**src/rtl/tron_pkg.sv**
```systemverilog
// rtl/tron_pkg.sv - shared tron input constants: directions, PS/2 scan codes, receiver FSM states
package tron_pkg;

  localparam logic [1:0] DIR_UP    = 2'b00;
  localparam logic [1:0] DIR_RIGHT = 2'b01;
  localparam logic [1:0] DIR_DOWN  = 2'b10;
  localparam logic [1:0] DIR_LEFT  = 2'b11;

  localparam logic [7:0] SC_E0    = 8'hE0;
  localparam logic [7:0] SC_F0    = 8'hF0;
  localparam logic [7:0] SC_W     = 8'h1D;
  localparam logic [7:0] SC_A     = 8'h1C;
  localparam logic [7:0] SC_S     = 8'h1B;
  localparam logic [7:0] SC_D     = 8'h23;
  localparam logic [7:0] SC_UP    = 8'h75;
  localparam logic [7:0] SC_DOWN  = 8'h72;
  localparam logic [7:0] SC_LEFT  = 8'h6B;
  localparam logic [7:0] SC_RIGHT = 8'h74;
  localparam logic [7:0] SC_SPACE = 8'h29;

  typedef enum logic [1:0] {
    ST_IDLE,
    ST_DATA,
    ST_PARITY,
    ST_STOP
  } ps2_state_e;

  // Odd parity: data bits plus parity bit must contain an odd number of ones.
  function automatic logic odd_parity_ok(input logic [7:0] data, input logic par);
    return ^{data, par};
  endfunction

endpackage

```
**src/rtl/ps2_direction_rx_if.sv**
```systemverilog
// rtl/ps2_direction_rx_if.sv - PS/2 pin and decoded-command bundle for the direction receiver
interface ps2_direction_rx_if;
  logic       Ps2Clk;
  logic       Ps2Data;
  logic [7:0] Scan_Code;
  logic       Scan_Valid;
  logic       Frame_Err;
  logic [1:0] P1_Dir;
  logic       P1_Dir_Valid;
  logic [1:0] P2_Dir;
  logic       P2_Dir_Valid;
  logic       Start_Key;

  // master: keyboard pins plus command consumer; slave: the receiver itself
  modport master (
    output Ps2Clk, Ps2Data,
    input  Scan_Code, Scan_Valid, Frame_Err, P1_Dir, P1_Dir_Valid,
    input  P2_Dir, P2_Dir_Valid, Start_Key
  );

  modport slave (
    input  Ps2Clk, Ps2Data,
    output Scan_Code, Scan_Valid, Frame_Err, P1_Dir, P1_Dir_Valid,
    output P2_Dir, P2_Dir_Valid, Start_Key
  );
endinterface

```
**src/rtl/ps2_line_filter.sv**
```systemverilog
// rtl/ps2_line_filter.sv - synchroniser, agreement filter and falling-edge detect for one PS/2 line
module ps2_line_filter #(
  parameter int SYNC_STAGES = 2,
  parameter int FILTER_LEN  = 8
) (
  input  logic clk,
  input  logic reset,
  input  logic line_raw,
  output logic line_sync,
  output logic fall
);

  localparam int CW = $clog2(FILTER_LEN + 1);

  logic [SYNC_STAGES-1:0] sync_q, sync_d;
  logic                   filt_q, filt_d;
  logic [CW-1:0]          cnt_q, cnt_d;

  assign line_sync = sync_q[SYNC_STAGES-1];

  // The filtered level only flips after FILTER_LEN consecutive disagreeing samples.
  always_comb begin
    sync_d = {sync_q[SYNC_STAGES-2:0], line_raw};
    filt_d = filt_q;
    cnt_d  = '0;
    if (line_sync != filt_q) begin
      if (cnt_q == CW'(FILTER_LEN - 1)) begin
        filt_d = line_sync;
      end else begin
        cnt_d = cnt_q + CW'(1);
      end
    end
  end

  assign fall = filt_q & ~filt_d;

  always_ff @(posedge clk) begin
    if (reset) begin
      sync_q <= '1;
      filt_q <= 1'b1;
      cnt_q  <= '0;
    end else begin
      sync_q <= sync_d;
      filt_q <= filt_d;
      cnt_q  <= cnt_d;
    end
  end

endmodule

```
**src/rtl/ps2_direction_rx.sv**
```systemverilog
// rtl/ps2_direction_rx.sv - PS/2 frame receiver and WASD/arrow direction decoder for tron.
// Optional Space start-key decode is built when PS2_START_KEY_EN is defined.
module ps2_direction_rx
  import tron_pkg::*;
#(
  parameter int SYNC_STAGES    = 2,
  parameter int FILTER_LEN     = 8,
  parameter int TIMEOUT_CYCLES = 100000
) (
  input  logic               Clk,
  input  logic               Reset,
  ps2_direction_rx_if.slave  bus
);

  localparam int TW = $clog2(TIMEOUT_CYCLES + 1);

  logic clk_fall;
  logic clk_sync_unused;

  ps2_line_filter #(
    .SYNC_STAGES (SYNC_STAGES),
    .FILTER_LEN  (FILTER_LEN)
  ) u_clk_filter (
    .clk       (Clk),
    .reset     (Reset),
    .line_raw  (bus.Ps2Clk),
    .line_sync (clk_sync_unused),
    .fall      (clk_fall)
  );

  logic [SYNC_STAGES-1:0] data_sync_q, data_sync_d;
  logic                   data_bit;

  assign data_sync_d = {data_sync_q[SYNC_STAGES-2:0], bus.Ps2Data};
  assign data_bit    = data_sync_q[SYNC_STAGES-1];

  ps2_state_e  state_q, state_d;
  logic [2:0]  bit_cnt_q, bit_cnt_d;
  logic [7:0]  shift_q, shift_d;
  logic        parity_q, parity_d;
  logic [TW-1:0] tmo_q, tmo_d;
  logic        e0_q, e0_d;
  logic        f0_q, f0_d;
  logic [7:0]  scan_code_q, scan_code_d;
  logic        scan_valid_q, scan_valid_d;
  logic        frame_err_q, frame_err_d;
  logic [1:0]  p1_dir_q, p1_dir_d;
  logic        p1_valid_q, p1_valid_d;
  logic [1:0]  p2_dir_q, p2_dir_d;
  logic        p2_valid_q, p2_valid_d;
`ifdef PS2_START_KEY_EN
  logic        start_q, start_d;
`endif

  always_comb begin
    state_d      = state_q;
    bit_cnt_d    = bit_cnt_q;
    shift_d      = shift_q;
    parity_d     = parity_q;
    tmo_d        = tmo_q;
    e0_d         = e0_q;
    f0_d         = f0_q;
    scan_code_d  = scan_code_q;
    scan_valid_d = 1'b0;
    frame_err_d  = 1'b0;
    p1_dir_d     = p1_dir_q;
    p1_valid_d   = 1'b0;
    p2_dir_d     = p2_dir_q;
    p2_valid_d   = 1'b0;
`ifdef PS2_START_KEY_EN
    start_d      = 1'b0;
`endif

    if (state_q != ST_IDLE) begin
      tmo_d = tmo_q + TW'(1);
    end

    if (clk_fall) begin
      tmo_d = '0;
      case (state_q)
        ST_IDLE: begin
          if (!data_bit) begin
            state_d   = ST_DATA;
            bit_cnt_d = 3'd0;
          end
        end
        ST_DATA: begin
          shift_d   = {data_bit, shift_q[7:1]};
          bit_cnt_d = bit_cnt_q + 3'd1;
          if (bit_cnt_q == 3'd7) begin
            state_d = ST_PARITY;
          end
        end
        ST_PARITY: begin
          parity_d = data_bit;
          state_d  = ST_STOP;
        end
        ST_STOP: begin
          state_d = ST_IDLE;
          if (data_bit && odd_parity_ok(shift_q, parity_q)) begin
            scan_code_d  = shift_q;
            scan_valid_d = 1'b1;
            if (shift_q == SC_E0) begin
              e0_d = 1'b1;
            end else if (shift_q == SC_F0) begin
              f0_d = 1'b1;
            end else begin
              e0_d = 1'b0;
              f0_d = 1'b0;
              // Break codes only clear the prefix state; steering reacts to make codes.
              if (!f0_q && !e0_q) begin
                case (shift_q)
                  SC_W:    begin p1_dir_d = DIR_UP;    p1_valid_d = 1'b1; end
                  SC_D:    begin p1_dir_d = DIR_RIGHT; p1_valid_d = 1'b1; end
                  SC_S:    begin p1_dir_d = DIR_DOWN;  p1_valid_d = 1'b1; end
                  SC_A:    begin p1_dir_d = DIR_LEFT;  p1_valid_d = 1'b1; end
`ifdef PS2_START_KEY_EN
                  SC_SPACE: start_d = 1'b1;
`endif
                  default: ;
                endcase
              end else if (!f0_q && e0_q) begin
                case (shift_q)
                  SC_UP:    begin p2_dir_d = DIR_UP;    p2_valid_d = 1'b1; end
                  SC_RIGHT: begin p2_dir_d = DIR_RIGHT; p2_valid_d = 1'b1; end
                  SC_DOWN:  begin p2_dir_d = DIR_DOWN;  p2_valid_d = 1'b1; end
                  SC_LEFT:  begin p2_dir_d = DIR_LEFT;  p2_valid_d = 1'b1; end
                  default: ;
                endcase
              end
            end
          end else begin
            frame_err_d = 1'b1;
            e0_d        = 1'b0;
            f0_d        = 1'b0;
          end
        end
        default: state_d = ST_IDLE;
      endcase
    end else if (state_q != ST_IDLE && tmo_q == TW'(TIMEOUT_CYCLES - 1)) begin
      // A stalled keyboard abandons the frame silently, prefixes included.
      state_d = ST_IDLE;
      tmo_d   = '0;
      e0_d    = 1'b0;
      f0_d    = 1'b0;
    end
  end

  always_ff @(posedge Clk) begin
    if (Reset) begin
      data_sync_q  <= '1;
      state_q      <= ST_IDLE;
      bit_cnt_q    <= 3'd0;
      shift_q      <= 8'h00;
      parity_q     <= 1'b0;
      tmo_q        <= '0;
      e0_q         <= 1'b0;
      f0_q         <= 1'b0;
      scan_code_q  <= 8'h00;
      scan_valid_q <= 1'b0;
      frame_err_q  <= 1'b0;
      p1_dir_q     <= DIR_RIGHT;
      p1_valid_q   <= 1'b0;
      p2_dir_q     <= DIR_LEFT;
      p2_valid_q   <= 1'b0;
`ifdef PS2_START_KEY_EN
      start_q      <= 1'b0;
`endif
    end else begin
      data_sync_q  <= data_sync_d;
      state_q      <= state_d;
      bit_cnt_q    <= bit_cnt_d;
      shift_q      <= shift_d;
      parity_q     <= parity_d;
      tmo_q        <= tmo_d;
      e0_q         <= e0_d;
      f0_q         <= f0_d;
      scan_code_q  <= scan_code_d;
      scan_valid_q <= scan_valid_d;
      frame_err_q  <= frame_err_d;
      p1_dir_q     <= p1_dir_d;
      p1_valid_q   <= p1_valid_d;
      p2_dir_q     <= p2_dir_d;
      p2_valid_q   <= p2_valid_d;
`ifdef PS2_START_KEY_EN
      start_q      <= start_d;
`endif
    end
  end

  assign bus.Scan_Code    = scan_code_q;
  assign bus.Scan_Valid   = scan_valid_q;
  assign bus.Frame_Err    = frame_err_q;
  assign bus.P1_Dir       = p1_dir_q;
  assign bus.P1_Dir_Valid = p1_valid_q;
  assign bus.P2_Dir       = p2_dir_q;
  assign bus.P2_Dir_Valid = p2_valid_q;
`ifdef PS2_START_KEY_EN
  assign bus.Start_Key    = start_q;
`else
  assign bus.Start_Key    = 1'b0;
`endif

endmodule
```
**src/flat_wrapper.sv**
```systemverilog
// flat-port wrapper written by rule: the top's interface ports become plain ports
module ps2_direction_rx_flat import tron_pkg::*;
#(
  parameter int SYNC_STAGES    = 2,
  parameter int FILTER_LEN     = 8,
  parameter int TIMEOUT_CYCLES = 100000
)
  (Clk, Reset, bus_Ps2Clk, bus_Ps2Data, bus_Scan_Code, bus_Scan_Valid, bus_Frame_Err, bus_P1_Dir, bus_P1_Dir_Valid, bus_P2_Dir, bus_P2_Dir_Valid, bus_Start_Key);
  ps2_direction_rx_if bus_i ();
  input  logic Clk;
  input  logic Reset;
  input wire logic [$bits(bus_i.Ps2Clk)-1:0] bus_Ps2Clk;
  input wire logic [$bits(bus_i.Ps2Data)-1:0] bus_Ps2Data;
  output wire logic [$bits(bus_i.Scan_Code)-1:0] bus_Scan_Code;
  output wire logic [$bits(bus_i.Scan_Valid)-1:0] bus_Scan_Valid;
  output wire logic [$bits(bus_i.Frame_Err)-1:0] bus_Frame_Err;
  output wire logic [$bits(bus_i.P1_Dir)-1:0] bus_P1_Dir;
  output wire logic [$bits(bus_i.P1_Dir_Valid)-1:0] bus_P1_Dir_Valid;
  output wire logic [$bits(bus_i.P2_Dir)-1:0] bus_P2_Dir;
  output wire logic [$bits(bus_i.P2_Dir_Valid)-1:0] bus_P2_Dir_Valid;
  output wire logic [$bits(bus_i.Start_Key)-1:0] bus_Start_Key;
  assign bus_i.Ps2Clk = bus_Ps2Clk;
  assign bus_i.Ps2Data = bus_Ps2Data;
  assign bus_Scan_Code = bus_i.Scan_Code;
  assign bus_Scan_Valid = bus_i.Scan_Valid;
  assign bus_Frame_Err = bus_i.Frame_Err;
  assign bus_P1_Dir = bus_i.P1_Dir;
  assign bus_P1_Dir_Valid = bus_i.P1_Dir_Valid;
  assign bus_P2_Dir = bus_i.P2_Dir;
  assign bus_P2_Dir_Valid = bus_i.P2_Dir_Valid;
  assign bus_Start_Key = bus_i.Start_Key;
  ps2_direction_rx #(.SYNC_STAGES(SYNC_STAGES), .FILTER_LEN(FILTER_LEN), .TIMEOUT_CYCLES(TIMEOUT_CYCLES)) u_core (.Clk(Clk), .Reset(Reset), .bus(bus_i));
endmodule
```
**config.mk**
```make
export PLATFORM = sky130hd
export DESIGN_NAME = ps2_direction_rx_flat
export DESIGN_NICKNAME = d
export VERILOG_FILES = /design/src/rtl/tron_pkg.sv /design/src/rtl/ps2_direction_rx_if.sv /design/src/rtl/ps2_line_filter.sv /design/src/rtl/ps2_direction_rx.sv /design/src/flat_wrapper.sv
export SDC_FILE = /design/constraint.sdc
export NUM_CORES = 1
export LEC_CHECK = 0
export CORE_ASPECT_RATIO = 0.6
export CORE_UTILIZATION = 55
export CTS_CLUSTER_SIZE = 20
export DETAILED_ROUTE_END_ITERATION = 8
export PLACE_DENSITY = 0.76
export SYNTH_ARGS = -nofsm -noshare
export SYNTH_HDL_FRONTEND = slang
export SYNTH_SLANG_ARGS = --single-unit
```
**constraint.sdc**
```tcl
create_clock -name Clk -period 4.5 [get_ports Clk]
set_clock_uncertainty 0.15 [all_clocks]
set_input_delay 1.125 -clock Clk [delete_from_list [all_inputs] [get_ports Clk]]
set_output_delay 1.125 -clock Clk [all_outputs]
set_load 0.03 [all_outputs]
```
=== Word-level counts from Yosys, hierarchy flattened ===
Index checks and enable logic that the tools add are counted.

* Memories kept: 0
* Register bits after elaboration: 58
* Input bits: 4
* Latch bits: 0
* ROM bits: 0
* Memory bits (writable): 0
* Output and inout port bits: 17
* Logic and storage cells: 109

* Bitwise gates (word level): 10
* Divide/modulo/power cells: 0
* Shift operators: 0
* Order comparisons: 0
* Reduce and logical (&&, ||, !) cells: 29
* Add/sub/neg operators: 3
* Mux-type cells: 26
* Equality and inequality tests: 23
* $mul: 0

{| class="wikitable"
|+ Operator list
! cell !! number
|-
| $eq 8x7->1 const B || 4
|-
| $eq 8x5->1 const B || 3
|-
| $pmux 2 s4 || 3
|-
| $add 17x1->17 const B || 1
|-
| $eq 17x17->1 const B || 1
|-
| $mux 1 || 17
|-
| $eq 8x8->1 const B || 2
|-
| $reduce_and 3->1 || 5
|-
| $ne 3x3->1 const B || 3
|-
| $not 1->1 || 9
|-
| $reduce_or 3->1 || 3
|-
| $reduce_xor 9->1 || 1
|-
| $eq 8x6->1 const B || 1
|-
| $mux 2 || 4
|-
| $reduce_and 8->1 || 1
|-
| $reduce_bool 4->1 || 2
|-
| $reduce_or 4->1 || 2
|-
| $reduce_or 8->1 || 1
|-
| $reduce_and 7->1 || 1
|-
| $reduce_or 7->1 || 1
|-
| $pmux 3 s2 || 1
|-
| $reduce_bool 2->1 || 3
|-
| $add 4x1->4 const B || 1
|-
| $eq 2x2->1 const B || 2
|-
| other kinds (13) || 19
|}

=== Longest topological paths before layout ===
Gate-level depths: netlist of the first run.

* Depth in word-level cells: 7
* Gate-level depth with buffers: 9
* Depth with buffers taken out: 7

=== By module ===
Synthesis of the first run repeated with hierarchy kept, for this count alone.

* Cells, all modules: 306
* Area total of the unflattened synthesis: 2722.6 um2

{| class="wikitable"
|+ By module, submodules not included
! module !! area an instance (um2) !! seq. area each (um2) !! times used !! cells an instance
|-
| ps2_direction_rx || 2468.6 || 1021.0 || 1 || 282
|-
| ps2_line_filter || 254.0 || 140.1 || 1 || 24
|}

=== Worst setup path after synthesis of the first run ===
OpenSTA, ideal clock, no wires.

* Path kind: register to register
* Start point: reg u_core.shift_q[6]
* End point: reg u_core.p2_dir_q[0] (netlist: u_core.bus.P2_Dir[0])
* Required time: 4.255 ns
* Path buffers: 1
* Slack: 2.271 ns
* Arrival: 1.984 ns
* Stages on the path, launching flop included: 7
* Clock period less this slack: 2.229 ns
* Setup time: 0.095 ns
* Path through: dfxtp_1 > buf_2 > xnor2_1 > xnor2_4 > xnor3_1 > or3_1 > o311ai_1

* Cells in the longest elaborated chain, start to end: 3
* Elaborated cells on any way between the ends: 13
* Classes of those cells: eq/ne (6); mux (1); bitwise (2); reduce/logical (4)

{| class="wikitable"
|+ RTL lines
! what !! line !! RTL
|-
| start: declaration || ps2_direction_rx.sv:39 || <nowiki>logic [7:0] shift_q, shift_d;</nowiki>
|-
| start signal: assignment || ps2_direction_rx.sv:173 || <nowiki>shift_q <= shift_d;</nowiki>
|-
| $eq 8x7->1, or another cell as far along || ps2_direction_rx.sv:123 || <nowiki>case (shift_q)</nowiki>
|-
| $reduce_bool 4->1 (no source line), or another cell as far along || - ||
|-
| $reduce_and 8->1 (no source line) || - ||
|-
| end signal: assignment || ps2_direction_rx.sv:183 || <nowiki>p2_dir_q <= p2_dir_d;</nowiki>
|-
| end: declaration || ps2_direction_rx.sv:49 || <nowiki>logic [1:0] p2_dir_q, p2_dir_d;</nowiki>
|}

Parallel ways exist; a longest one is shown, timed or not.
A chain may end at the register's enable or synchronous reset.

=== Worst setup path after layout of the first run ===
* Start point: reg u_core.u_clk_filter.cnt_q[0]
* End point: reg u_core.p2_dir_q[0] (netlist: u_core.bus.P2_Dir[0])

* Cells in the longest elaborated chain, start to end: 6

{| class="wikitable"
|+ RTL lines
! what !! line !! RTL
|-
| start: declaration || ps2_line_filter.sv:17 || <nowiki>logic [CW-1:0] cnt_q, cnt_d;</nowiki>
|-
| start signal: assignment || ps2_line_filter.sv:45 || <nowiki>cnt_q <= cnt_d;</nowiki>
|-
| $eq 4x3->1 || ps2_line_filter.sv:27 || <nowiki>if (cnt_q == CW'(FILTER_LEN - 1)) begin</nowiki>
|-
| $mux 1 || ps2_line_filter.sv:27 ||
|-
| $mux 1 || ps2_line_filter.sv:26 || <nowiki>if (line_sync != filt_q) begin</nowiki>
|-
| $not 1->1 || ps2_line_filter.sv:35 || <nowiki>assign fall = filt_q & ~filt_d;</nowiki>
|-
| $and 1x1->1 || ps2_line_filter.sv:35 ||
|-
| $reduce_and 8->1 (no source line) || - ||
|}

Every way passes these cells.

==> results.py, run 1 <==
metrics = {
    "die": {
        "dieArea_mm2": 0.00537,
        "fp-row-count": 19,
        "initial_utilization_pct": 59.2,
        "die_width_um": 93.9,
        "die_y_um": 57.1,
        "top_level_ports": 21,
        "coreArea_mm2": 0.00471,
    },
    "pwr": {
        "power.density_mw_per_mm2": 337,
        "p_sw_w": 0.000232,
        "power_w": 0.00108,
        "power_switching_share_pct": 21.5,
        "power.internal_w": 0.000850,
        "ir_worst_vdd_mv": 0.246,
        "power.static_leakage_nw": 1.18,
        "clock_power_share_pct": 50.1,
        "power.sequential.fraction_pct": 47.9,
        "power.share.combinational_pct": 2.0,
    },
    "logic_synthesis": {
        "synth_nets": 328,
        "share_of_the_synthesized_netlist_area_taken_by_xor_and_xnor_gates_pct": 10.8,
        "synth_compound_gate_area_share_pct": 9.96,
        "synthMuxAreaShare_pct": 4.67,
        "adder_cell_area_share_of_the_yosys_netlist_pct": 4.04,
        "ys_seq_elements": 58,
        "ys.flop_type": "dfxtp_1",
        "ys.warnings.count": 0,
        "post_synth_instance_area_mm2": 0.00279,
        "yosys.cell_types.count": 51,
        "synth_simple_gate_area_share_pct": 24.6,
        "post_synth_inst_count": 315,
        "synth_top_family_by_area": "simple AND/OR/NAND/NOR gates",
        "yosysSeqAreaShare_pct": 41.7,
        "synth_enable_flop_cells": 0,
        "syn_avg_cell_area_um2": 8.85,
        "async_reset_ff_share_pct": 0,
    },
    "sta": {
        "finalSetupTns_ns": 0,
        "setup_violations": 0,
        "final_critical_path_setup_slack_ns": 1.66,
        "finalCritPeriodShare_pct": 63.1,
        "fmax_mhz": 352,
        "max_slew.worst_pin.slew_ns": 0.896,
        "final_period_demand_of_the_worst_path_ns": 2.84,
        "final-hold-violation-count": 0,
        "grt_setup_unrepaired": "no",
        "slew_headroom_pct": 39.4,
        "timing_max_transition_violations_final": 0,
    },
    "routing": {
        "dr.pass1.iters": 5,
        "vias_per_cell": 5.75,
        "drtIter0Drc": 182,
        "drt-wirelength-per-cell_um": 14.5,
        "finalWirelength_mm": 5.75,
        "route.antenna.remaining_nets": 0,
        "num_vias": 2277,
        "drt_drc": 0,
    },
    "place": {
        "hpwl_detailed_mm": 4.05,
        "numPlacedInstances": 380,
        "gp_congestion": 0.835,
        "detailedPlace.worstSlack_ns": 1.62,
        "port_buffers": 19,
    },
    "run": {
        "cap_violations": 0,
    },
    "worst_setup_path": {
        "arrival_time_at_the_worst_endpoint_ns": 2.93,
        "worstSetupStartpointType": "flop",
        "timing.reg2reg.worst_path_depth": 6,
        "worst-endpoint-required_ns": 4.59,
        "cp_max_fo": 16,
        "worstSetupStartpoint": "u_core.u_clk_filter.cnt_q[0]",
        "critical_path.endpoint": "u_core.bus.P2_Dir[0]",
        "launch_instance_of_the_worst_register_to_register_path": "u_core.u_clk_filter.cnt_q[0]",
        "reg2reg_slack_ns": 1.66,
        "worst-setup-path-type": "reg -> reg",
        "end_kind": "flop",
        "endpoint_of_the_lowest_slack_register_to_register_path": "u_core.bus.P2_Dir[0]",
    },
    "clock_tree": {
        "clkSlewWorstSetupHoldPaths_ns": 0.07,
        "max_clock_buf_depth": 2,
        "clock_insertion_delay_worst_skew_ns": 0.34,
        "clock_tree.htree_level_count": 3,
        "post_cts_hold_buffers": 0,
        "tritoncts": "yes",
        "postCtsResizedCells": 0,
        "clock-root-buffer": "clkbuf_8",
        "post_cts_buffers": 0,
        "cts_made_buffers": 9,
        "cts_sinks": 58,
    },
    "cells_and_area": {
        "layout_commonest_cell": "dfxtp_1",
        "drive_above_1_share_pct": 7.21,
        "fillers": 368,
        "areaGrowthSynthToFinish_pct": 15.3,
        "num-nets-final": 341,
        "final-instance-count-excl-fill": 396,
        "insertedDiodeCount": 0,
        "final_cell_mix": "dfxtp_1, nor2_1, nand3_1",
    },
    "grt": {
        "first_global_vias": 2019,
        "grt_first_pass_wirelength_mm": 9.67,
        "grt.total_usage_pct": 23.8,
        "grt_antenna_before_repair": 0,
        "grt_max_degree": 37,
        "grt.overflow.total": 0,
    },
    "worst_hold_path": {
        "hold_path_class": "reg -> reg",
    },
    "run_status": {
        "status": "finished, final reports clean",
    },
}
==> cell usage after synthesis, types with 3 or more instances <==
master / instances / area share [%]
inv_1: 9 / 1.2
nand2_1: 18 / 2.4
xnor2_1: 15 / 4.7
or2_2: 5 / 1.1
nor3_1: 6 / 1.1
clkbuf_1: 11 / 1.5
nand3b_1: 3 / 0.81
a31oi_1: 5 / 1.1
buf_2: 5 / 0.90
and2_1: 4 / 0.90
ha_1: 9 / 4.0
nor2_1: 36 / 4.8
nand4_1: 4 / 0.90
nand3_1: 26 / 4.7
nor2b_1: 4 / 0.90
or3_1: 3 / 0.67
mux2i_1: 13 / 4.7
dfxtp_1: 58 / 42
nor4_1: 5 / 1.1
o21ai_0: 3 / 0.54
and3_1: 6 / 1.3
xor2_1: 11 / 3.5
o21ai_1: 7 / 1.3
a21oi_1: 14 / 2.5
==> layer usage <==
metal / up-vias / track usage, % / wire length [um]
met5: - / 0 / 0
met4: 0 / 7.03 / 71
li1: 1127 / - / -
met3: 11 / 8.67 / 468
met2: 93 / 30.3 / 2210
met1: 1046 / 36.6 / 3010
==> per-stage QoR <==
| step | hold slack (ns) | cell area (um^2) | util [%] |
|---|---|---|---|
| floorplan | 0.239 | 2790 | - |
| global placement | 0.242 | 2990 | 63.5 |
| detailed placement | 0.245 | 2990 | 63.5 |
| CTS | 0.260 | 3210 | 68.3 |
| global route | 0.266 | 3210 | 68.3 |
| finish | 0.259 | 3210 | 68.3 |
==> sequential cells by signal (all words and copies together), names as in the netlist, 2 cells and up <==
register                    count
u_core.u_clk_filter.cnt_q       4
u_core.bus.Scan_Code            8
u_core.data_sync_q              2
u_core.bus.P1_Dir               2
u_core.state_q                  2
u_core.bit_cnt_q                3
u_core.u_clk_filter.sync_q      2
u_core.bus.P2_Dir               2
u_core.shift_q                  8
u_core.tmo_q                   17
==> worst max-delay path, stage by stage (launching register included) <==
cell and delay [ns]:
dfxtp_1 0.36, ha_1 0.19, and3b_1 0.22, and2_1 0.45
nand3_1 0.54, or3_1 0.54, o311ai_1 0.29
==> layout make-up <==
class | count | area (um^2) | share of cell area, %
repair buffers | 20 | 198 | 6.15
clock inverters | 6 | 90.1 | 2.80
inverters | 10 | 37.5 | 1.17
flip-flops and latches | 58 | 1160 | 36.1
well taps | 63 | 78.8 | 2.45
multi-input cells | 229 | 1510 | 47.0
clock buffers | 10 | 138 | 4.28
==> power groups by stage <==
stage          Sequential, W  Combinational [W]  Clock (W)
3_3_place_gp        0.000530          0.0000212          0
4_1_cts             0.000518          0.0000216   0.000546
3_5_place_dp        0.000530          0.0000214          0
5_1_grt             0.000519          0.0000236   0.000571
6_report            0.000519          0.0000215   0.000542
2_1_floorplan       0.000531          0.0000136          0
==> how the worst min path moves through the flow <==
stage	startpoint	endpoint	slack, ns	cells after the start
final	u_core.u_clk_filter.sync_q[0]	u_core.u_clk_filter.sync_q[1]	0.26	1
after global routing	u_core.u_clk_filter.sync_q[0]	u_core.u_clk_filter.sync_q[1]	0.27	1
after global placement	u_core.data_sync_q[0]	u_core.data_sync_q[1]	0.24	1
after detailed placement	u_core.u_clk_filter.sync_q[0]	u_core.u_clk_filter.sync_q[1]	0.24	1
after floorplan	u_core.data_sync_q[0]	u_core.data_sync_q[1]	0.24	1
after CTS	u_core.u_clk_filter.sync_q[0]	u_core.u_clk_filter.sync_q[1]	0.26	1
==> logic make-up after synthesis <==
logic type | Yosys count
compound gates | 44
fa+ha+maj | 9
mux | 13
xor+xnor | 29
flops | 58
simple gates | 133
other cells | 1
buf+inv | 28
Note: power is estimated with default switching activity, not from simulation.
==> run 2: changes to the inputs <==
==> constraint.sdc (replaced) <==
create_clock -name Clk -period 2.8 [get_ports Clk]
set_clock_uncertainty 0.15 [all_clocks]
set_input_delay 0.7 -clock Clk [delete_from_list [all_inputs] [get_ports Clk]]
set_output_delay 0.7 -clock Clk [all_outputs]
set_load 0.03 [all_outputs]
==> results.py, run 2 (synthesized netlist as in run 1, its figures left out) <==
metrics = {
    "die": {
        "die_y_um": 57.1,
        "coreArea_mm2": 0.00471,
        "dieArea_mm2": 0.00537,
        "top_level_ports": 21,
        "fp-row-count": 19,
        "initial_utilization_pct": 59.2,
        "die_width_um": 93.9,
    },
    "grt": {
        "grt_first_pass_wirelength_mm": 9.91,
        "grt_antenna_before_repair": 0,
        "grt.overflow.total": 0,
        "first_global_vias": 2021,
        "grt_max_degree": 23,
        "grt.total_usage_pct": 24.6,
    },
    "cells_and_area": {
        "areaGrowthSynthToFinish_pct": 16.9,
        "largest_reg_flops": 17,
        "insertedDiodeCount": 0,
        "final_cell_mix": "dfxtp_1, nor2_1, nand3_1",
        "final-instance-count-excl-fill": 403,
        "num-nets-final": 348,
        "finalInstanceArea_mm2": 0.00326,
        "layout_commonest_cell": "dfxtp_1",
        "reg_with_most_ffs": "u_core.tmo_q",
        "drive_above_1_share_pct": 8.82,
    },
    "place": {
        "numPlacedInstances": 387,
        "hpwl_detailed_mm": 4.18,
        "port_buffers": 19,
        "dpl-instance-area_mm2": 0.00304,
        "gp_congestion": 0.846,
    },
    "routing": {
        "route.antenna.remaining_nets": 0,
        "drtIter0Drc": 161,
        "num_vias": 2261,
        "wl_met1_mm": 3.10,
        "top_layer_used": "met4",
        "finalWirelength_mm": 5.84,
        "drt_drc": 0,
        "route.met3.wl_um": 399,
        "met2_wirelength_mm": 2.27,
        "vias_per_cell": 5.61,
        "drt-wirelength-per-cell_um": 14.5,
        "dr.pass1.iters": 5,
    },
    "clock_tree": {
        "post_cts_hold_buffers": 0,
        "post_cts_buffers": 0,
        "clock_insertion_delay_worst_skew_ns": 0.34,
        "cts_made_buffers": 9,
        "clock-root-buffer": "clkbuf_8",
        "max_clock_buf_depth": 2,
        "clkSlewWorstSetupHoldPaths_ns": 0.07,
        "cts_sinks": 58,
        "tritoncts": "yes",
        "clock_tree.htree_level_count": 3,
        "postCtsResizedCells": 0,
    },
    "sta": {
        "setup_violations": 0,
        "max_slew.worst_pin.slew_ns": 0.599,
        "slew_headroom_pct": 59.7,
        "finalCritPeriodShare_pct": 86.1,
        "finalSetupTns_ns": 0,
        "hold_slack_ns": 0.257,
        "timing_max_transition_violations_final": 0,
        "fmax_mhz": 415,
        "grt_setup_unrepaired": "no",
        "final_period_demand_of_the_worst_path_ns": 2.41,
        "final-hold-violation-count": 0,
    },
    "worst_setup_path": {
        "worstPathBufferInverterCount": 1,
        "worst-endpoint-required_ns": 2.86,
        "critPathTopFamily": "simple AND/OR/NAND/NOR gates",
        "cp_max_fo": 9,
        "critical_path.max_stage_delay_ns": 0.61,
        "worst-setup-path-type": "reg -> reg",
        "path_cells": "inv_1, ha_1, nand3b_1, nor4_1, nand3_1, xor2_1, nor2_1",
        "worstSetupStartpointType": "flop",
        "timing.critical_path.slowest_stage_cell": "nor4_1",
        "arrival_time_at_the_worst_endpoint_ns": 2.47,
        "end_kind": "flop",
    },
    "pwr": {
        "power.density_mw_per_mm2": 527,
        "power.static_leakage_nw": 1.22,
        "ir_worst_vdd_mv": 0.387,
    },
    "run": {
        "cap_violations": 0,
    },
    "worst_hold_path": {
        "hold_path_class": "reg -> reg",
    },
    "run_status": {
        "status": "finished, final reports clean",
    },
}
[run 2: changes by cell type in the layout (fill, tap and decap cells not counted), sizes merged]
cell and change:
clkinv +2, clkinvlp -3, clkbuf +1, buf +7
[run 2: power breakdown]
part	switching (W)	internal, W
clock network	0.000325	0.000522
logic	0.0000229	0.0000133
registers	0.00000365	0.000830
[run 2: final cells by class]
type,count,area [um^2]
well taps,63,78.8
clock buffers,11,141
fillers,387,1450
multi-input cells,229,1510
inverters,10,37.5
flip-flops and latches,58,1160
repair buffers,27,250
clock inverters,5,77.6
[run 2: path summary, 6_finish.rpt]
kind	start	to	slack, ns	depth (start not counted)
worst min register to register	u_core.u_clk_filter.sync_q[0]	u_core.u_clk_filter.sync_q[1]	0.26	1
worst max-delay path	u_core.state_q[0]	u_core.tmo_q[16]	0.39	7
worst min-delay path	u_core.u_clk_filter.sync_q[0]	u_core.u_clk_filter.sync_q[1]	0.26	1
worst max register to register	u_core.state_q[0]	u_core.tmo_q[16]	0.39	7
[run 2: per-stage QoR]
stage	total power, W	setup slack [ns]	utilization, %
5_1_grt	0.00178	0.179	69.2
6_report	0.00172	0.389	69.2
3_5_place_dp	0.000888	0.439	64.6
3_3_place_gp	0.000887	0.485	64.6
4_1_cts	0.00173	0.414	69.2
2_1_floorplan	0.000875	0.571	-
[run 2: routing by layer]
layer,global-route usage [%],vias to the layer above
li1,-,1138
met2,32.1,76
met3,7.73,8
met5,0,-
met4,9.67,0
met1,37.0,1039
==> run 3: changes to the inputs <==
--- a/config.mk
+++ b/config.mk
@@ -6,10 +6,11 @@
 export NUM_CORES = 1
 export LEC_CHECK = 0
 export CORE_ASPECT_RATIO = 0.6
-export CORE_UTILIZATION = 55
+export CORE_UTILIZATION = 30
 export CTS_CLUSTER_SIZE = 20
 export DETAILED_ROUTE_END_ITERATION = 8
-export PLACE_DENSITY = 0.76
+export GPL_TIMING_DRIVEN = 1
+export PLACE_DENSITY = 0.57
 export SYNTH_ARGS = -nofsm -noshare
 export SYNTH_HDL_FRONTEND = slang
 export SYNTH_SLANG_ARGS = --single-unit
==> results.py, run 3 (synthesized netlist as in run 1, its figures left out) <==
metrics = {
    "cells_and_area": {
        "reg_with_most_ffs": "u_core.tmo_q",
        "multiInputGateArea_mm2": 0.00151,
        "layout_commonest_cell": "dfxtp_1",
        "finalInstanceArea_mm2": 0.00341,
        "insertedDiodeCount": 0,
        "final_cell_mix": "dfxtp_1, nor2_1, nand3_1",
        "fillers": 867,
        "drive_above_1_share_pct": 9.65,
        "final-seq-area_mm2": 0.00116,
        "areaGrowthSynthToFinish_pct": 22.2,
        "largest_reg_flops": 17,
        "num-nets-final": 351,
    },
    "place": {
        "hpwl_detailed_mm": 4.53,
        "port_buffers": 19,
        "gp_congestion": 0.815,
        "dpl-instance-area_mm2": 0.00312,
    },
    "clock_tree": {
        "post_cts_hold_buffers": 0,
        "postCtsResizedCells": 0,
        "max_clock_buf_depth": 2,
        "post_cts_buffers": 0,
        "cts_made_buffers": 9,
        "clock_tree.htree_level_count": 3,
        "tritoncts": "yes",
        "clkSlewWorstSetupHoldPaths_ns": 0.05,
        "cts_sinks": 58,
        "clock-root-buffer": "clkbuf_16",
        "clock_insertion_delay_worst_skew_ns": 0.33,
    },
    "sta": {
        "timing_max_transition_violations_final": 0,
        "slew_headroom_pct": 57.8,
        "finalCritPeriodShare_pct": 85.5,
        "finalSetupTns_ns": 0,
        "setup_violations": 0,
        "grt_setup_unrepaired": "no",
        "fmax_mhz": 418,
        "max_slew.worst_pin.slew_ns": 0.627,
        "final_period_demand_of_the_worst_path_ns": 2.39,
        "final-hold-violation-count": 0,
    },
    "grt": {
        "grt_max_degree": 22,
        "grt_first_pass_wirelength_mm": 10.8,
        "grt.overflow.total": 0,
        "grt.total_usage_pct": 14.7,
        "first_global_vias": 2085,
        "grt_antenna_before_repair": 0,
    },
    "worst_setup_path": {
        "worst-endpoint-required_ns": 2.90,
        "worstPathBufferInverterCount": 0,
        "end_kind": "flop",
        "reg2reg_slack_ns": 0.41,
        "critical_path.max_stage_delay_ns": 0.57,
        "worst-setup-path-type": "reg -> reg",
        "critPathTopFamily": "simple AND/OR/NAND/NOR gates",
        "worstSetupStartpointType": "flop",
        "cp_max_fo": 10,
        "timing.critical_path.slowest_stage_cell": "nor4b_1",
        "path_cells": "nor4b_1, nand2_1, a2111o_1, nor3_1, mux2i_1",
        "timing.reg2reg.worst_path_depth": 5,
        "endpoint_of_the_lowest_slack_register_to_register_path": "u_core.bus.P1_Dir[1]",
        "arrival_time_at_the_worst_endpoint_ns": 2.50,
        "launch_instance_of_the_worst_register_to_register_path": "u_core.shift_q[3]",
    },
    "worst_hold_path": {
        "hold_path_class": "reg -> reg",
        "worst_hold_path.endpoint": "u_core.data_sync_q[1]",
        "min_from": "u_core.data_sync_q[0]",
        "hold-path-cell-count": 1,
    },
    "die": {
        "die_y_um": 76.7,
        "fp-row-count": 26,
        "die_width_um": 126,
        "dieArea_mm2": 0.00969,
        "top_level_ports": 21,
        "coreArea_mm2": 0.00875,
        "initial_utilization_pct": 31.9,
    },
    "run_status": {
        "status": "finished, final reports clean",
    },
    "pwr": {
        "ir_worst_vdd_mv": 0.316,
        "power.density_mw_per_mm2": 562,
        "power.static_leakage_nw": 1.27,
    },
    "routing": {
        "drt_drc": 0,
        "route.antenna.remaining_nets": 0,
        "num_vias": 2206,
        "drtIter0Drc": 129,
        "dr.pass1.iters": 4,
        "vias_per_cell": 4.86,
        "drt-wirelength-per-cell_um": 13.7,
        "finalWirelength_mm": 6.24,
    },
    "run": {
        "cap_violations": 0,
    },
}
==> run 3: cell count changes in the layout (fill, tap and decap cells not counted) <==
cell,before,now
clkbuf_16,0,9
clkinv_2,2,4
clkbuf_1,1,0
buf_4,8,11
bufinv_16,2,1
clkinv_4,0,1
clkbuf_8,10,0
clkinvlp_4,1,0
==> run 3: worst max-delay path by stage <==
stage / start / to / slack, ns / cells after the start
after floorplan: u_core.shift_q[6] / u_core.bus.P2_Dir[0] / 0.57 / 6
after detailed placement: u_core.shift_q[3] / u_core.bus.P1_Dir[1] / 0.41 / 5
after global placement: u_core.shift_q[6] / u_core.bus.P1_Dir_Valid / 0.47 / 6
final: u_core.shift_q[3] / u_core.bus.P1_Dir[1] / 0.41 / 5
after global routing: u_core.shift_q[3] / u_core.bus.P1_Dir[1] / 0.18 / 5
after CTS: u_core.shift_q[3] / u_core.bus.P1_Dir[1] / 0.39 / 5
==> run 3: routing by layer <==
layer	wire length [um]	up-vias	global-route usage, %	part of all wire, %
li1	-	1148	-	-
met1	3690	1017	22.0	59
met2	2170	32	17.6	35
met3	268	9	6.07	4.3
met4	105	0	5.78	1.7
met5	0	-	0	0
==> run 3: report_power, final <==
| part | internal, W | switching [W] |
|---|---|---|
| Clock | 0.000676 | 0.000366 |
| Combinational | 0.0000133 | 0.0000228 |
| Sequential | 0.000832 | 0.00000390 |
| Total | 0.00152 | 0.000393 |
==> run 3: area by class of cell <==
class	instances	area share, %
clock buffer	9	6.61
sequential	58	34.1
inverter	10	1.10
clock inverter	6	1.73
tap	112	4.11
timing repair buffer	30	8.01
multi-input combinational	229	44.4
==> run 3: worst reg2reg max path: cells and delay by family, from the launching register on <==
family / cells / cell delay [ns]
AO/OA/AOI/OAI: 1 / 0.40
flip-flops: 1 / 0.52
multiplexers: 1 / 0.24
AND/OR/NAND/NOR: 3 / 1.01
==> run 3: per-stage QoR <==
step	cells	setup WS (ns)	hold slack, ns	utilization (%)	total power, W
2_1_floorplan	315	0.571	0.239	-	0.000875
3_3_place_gp	439	0.468	0.241	35.7	0.000888
3_5_place_dp	439	0.410	0.246	35.7	0.000888
4_1_cts	454	0.391	0.258	38.9	0.00195
5_1_grt	454	0.177	0.274	38.9	0.00200
6_report	454	0.406	0.254	38.9	0.00191
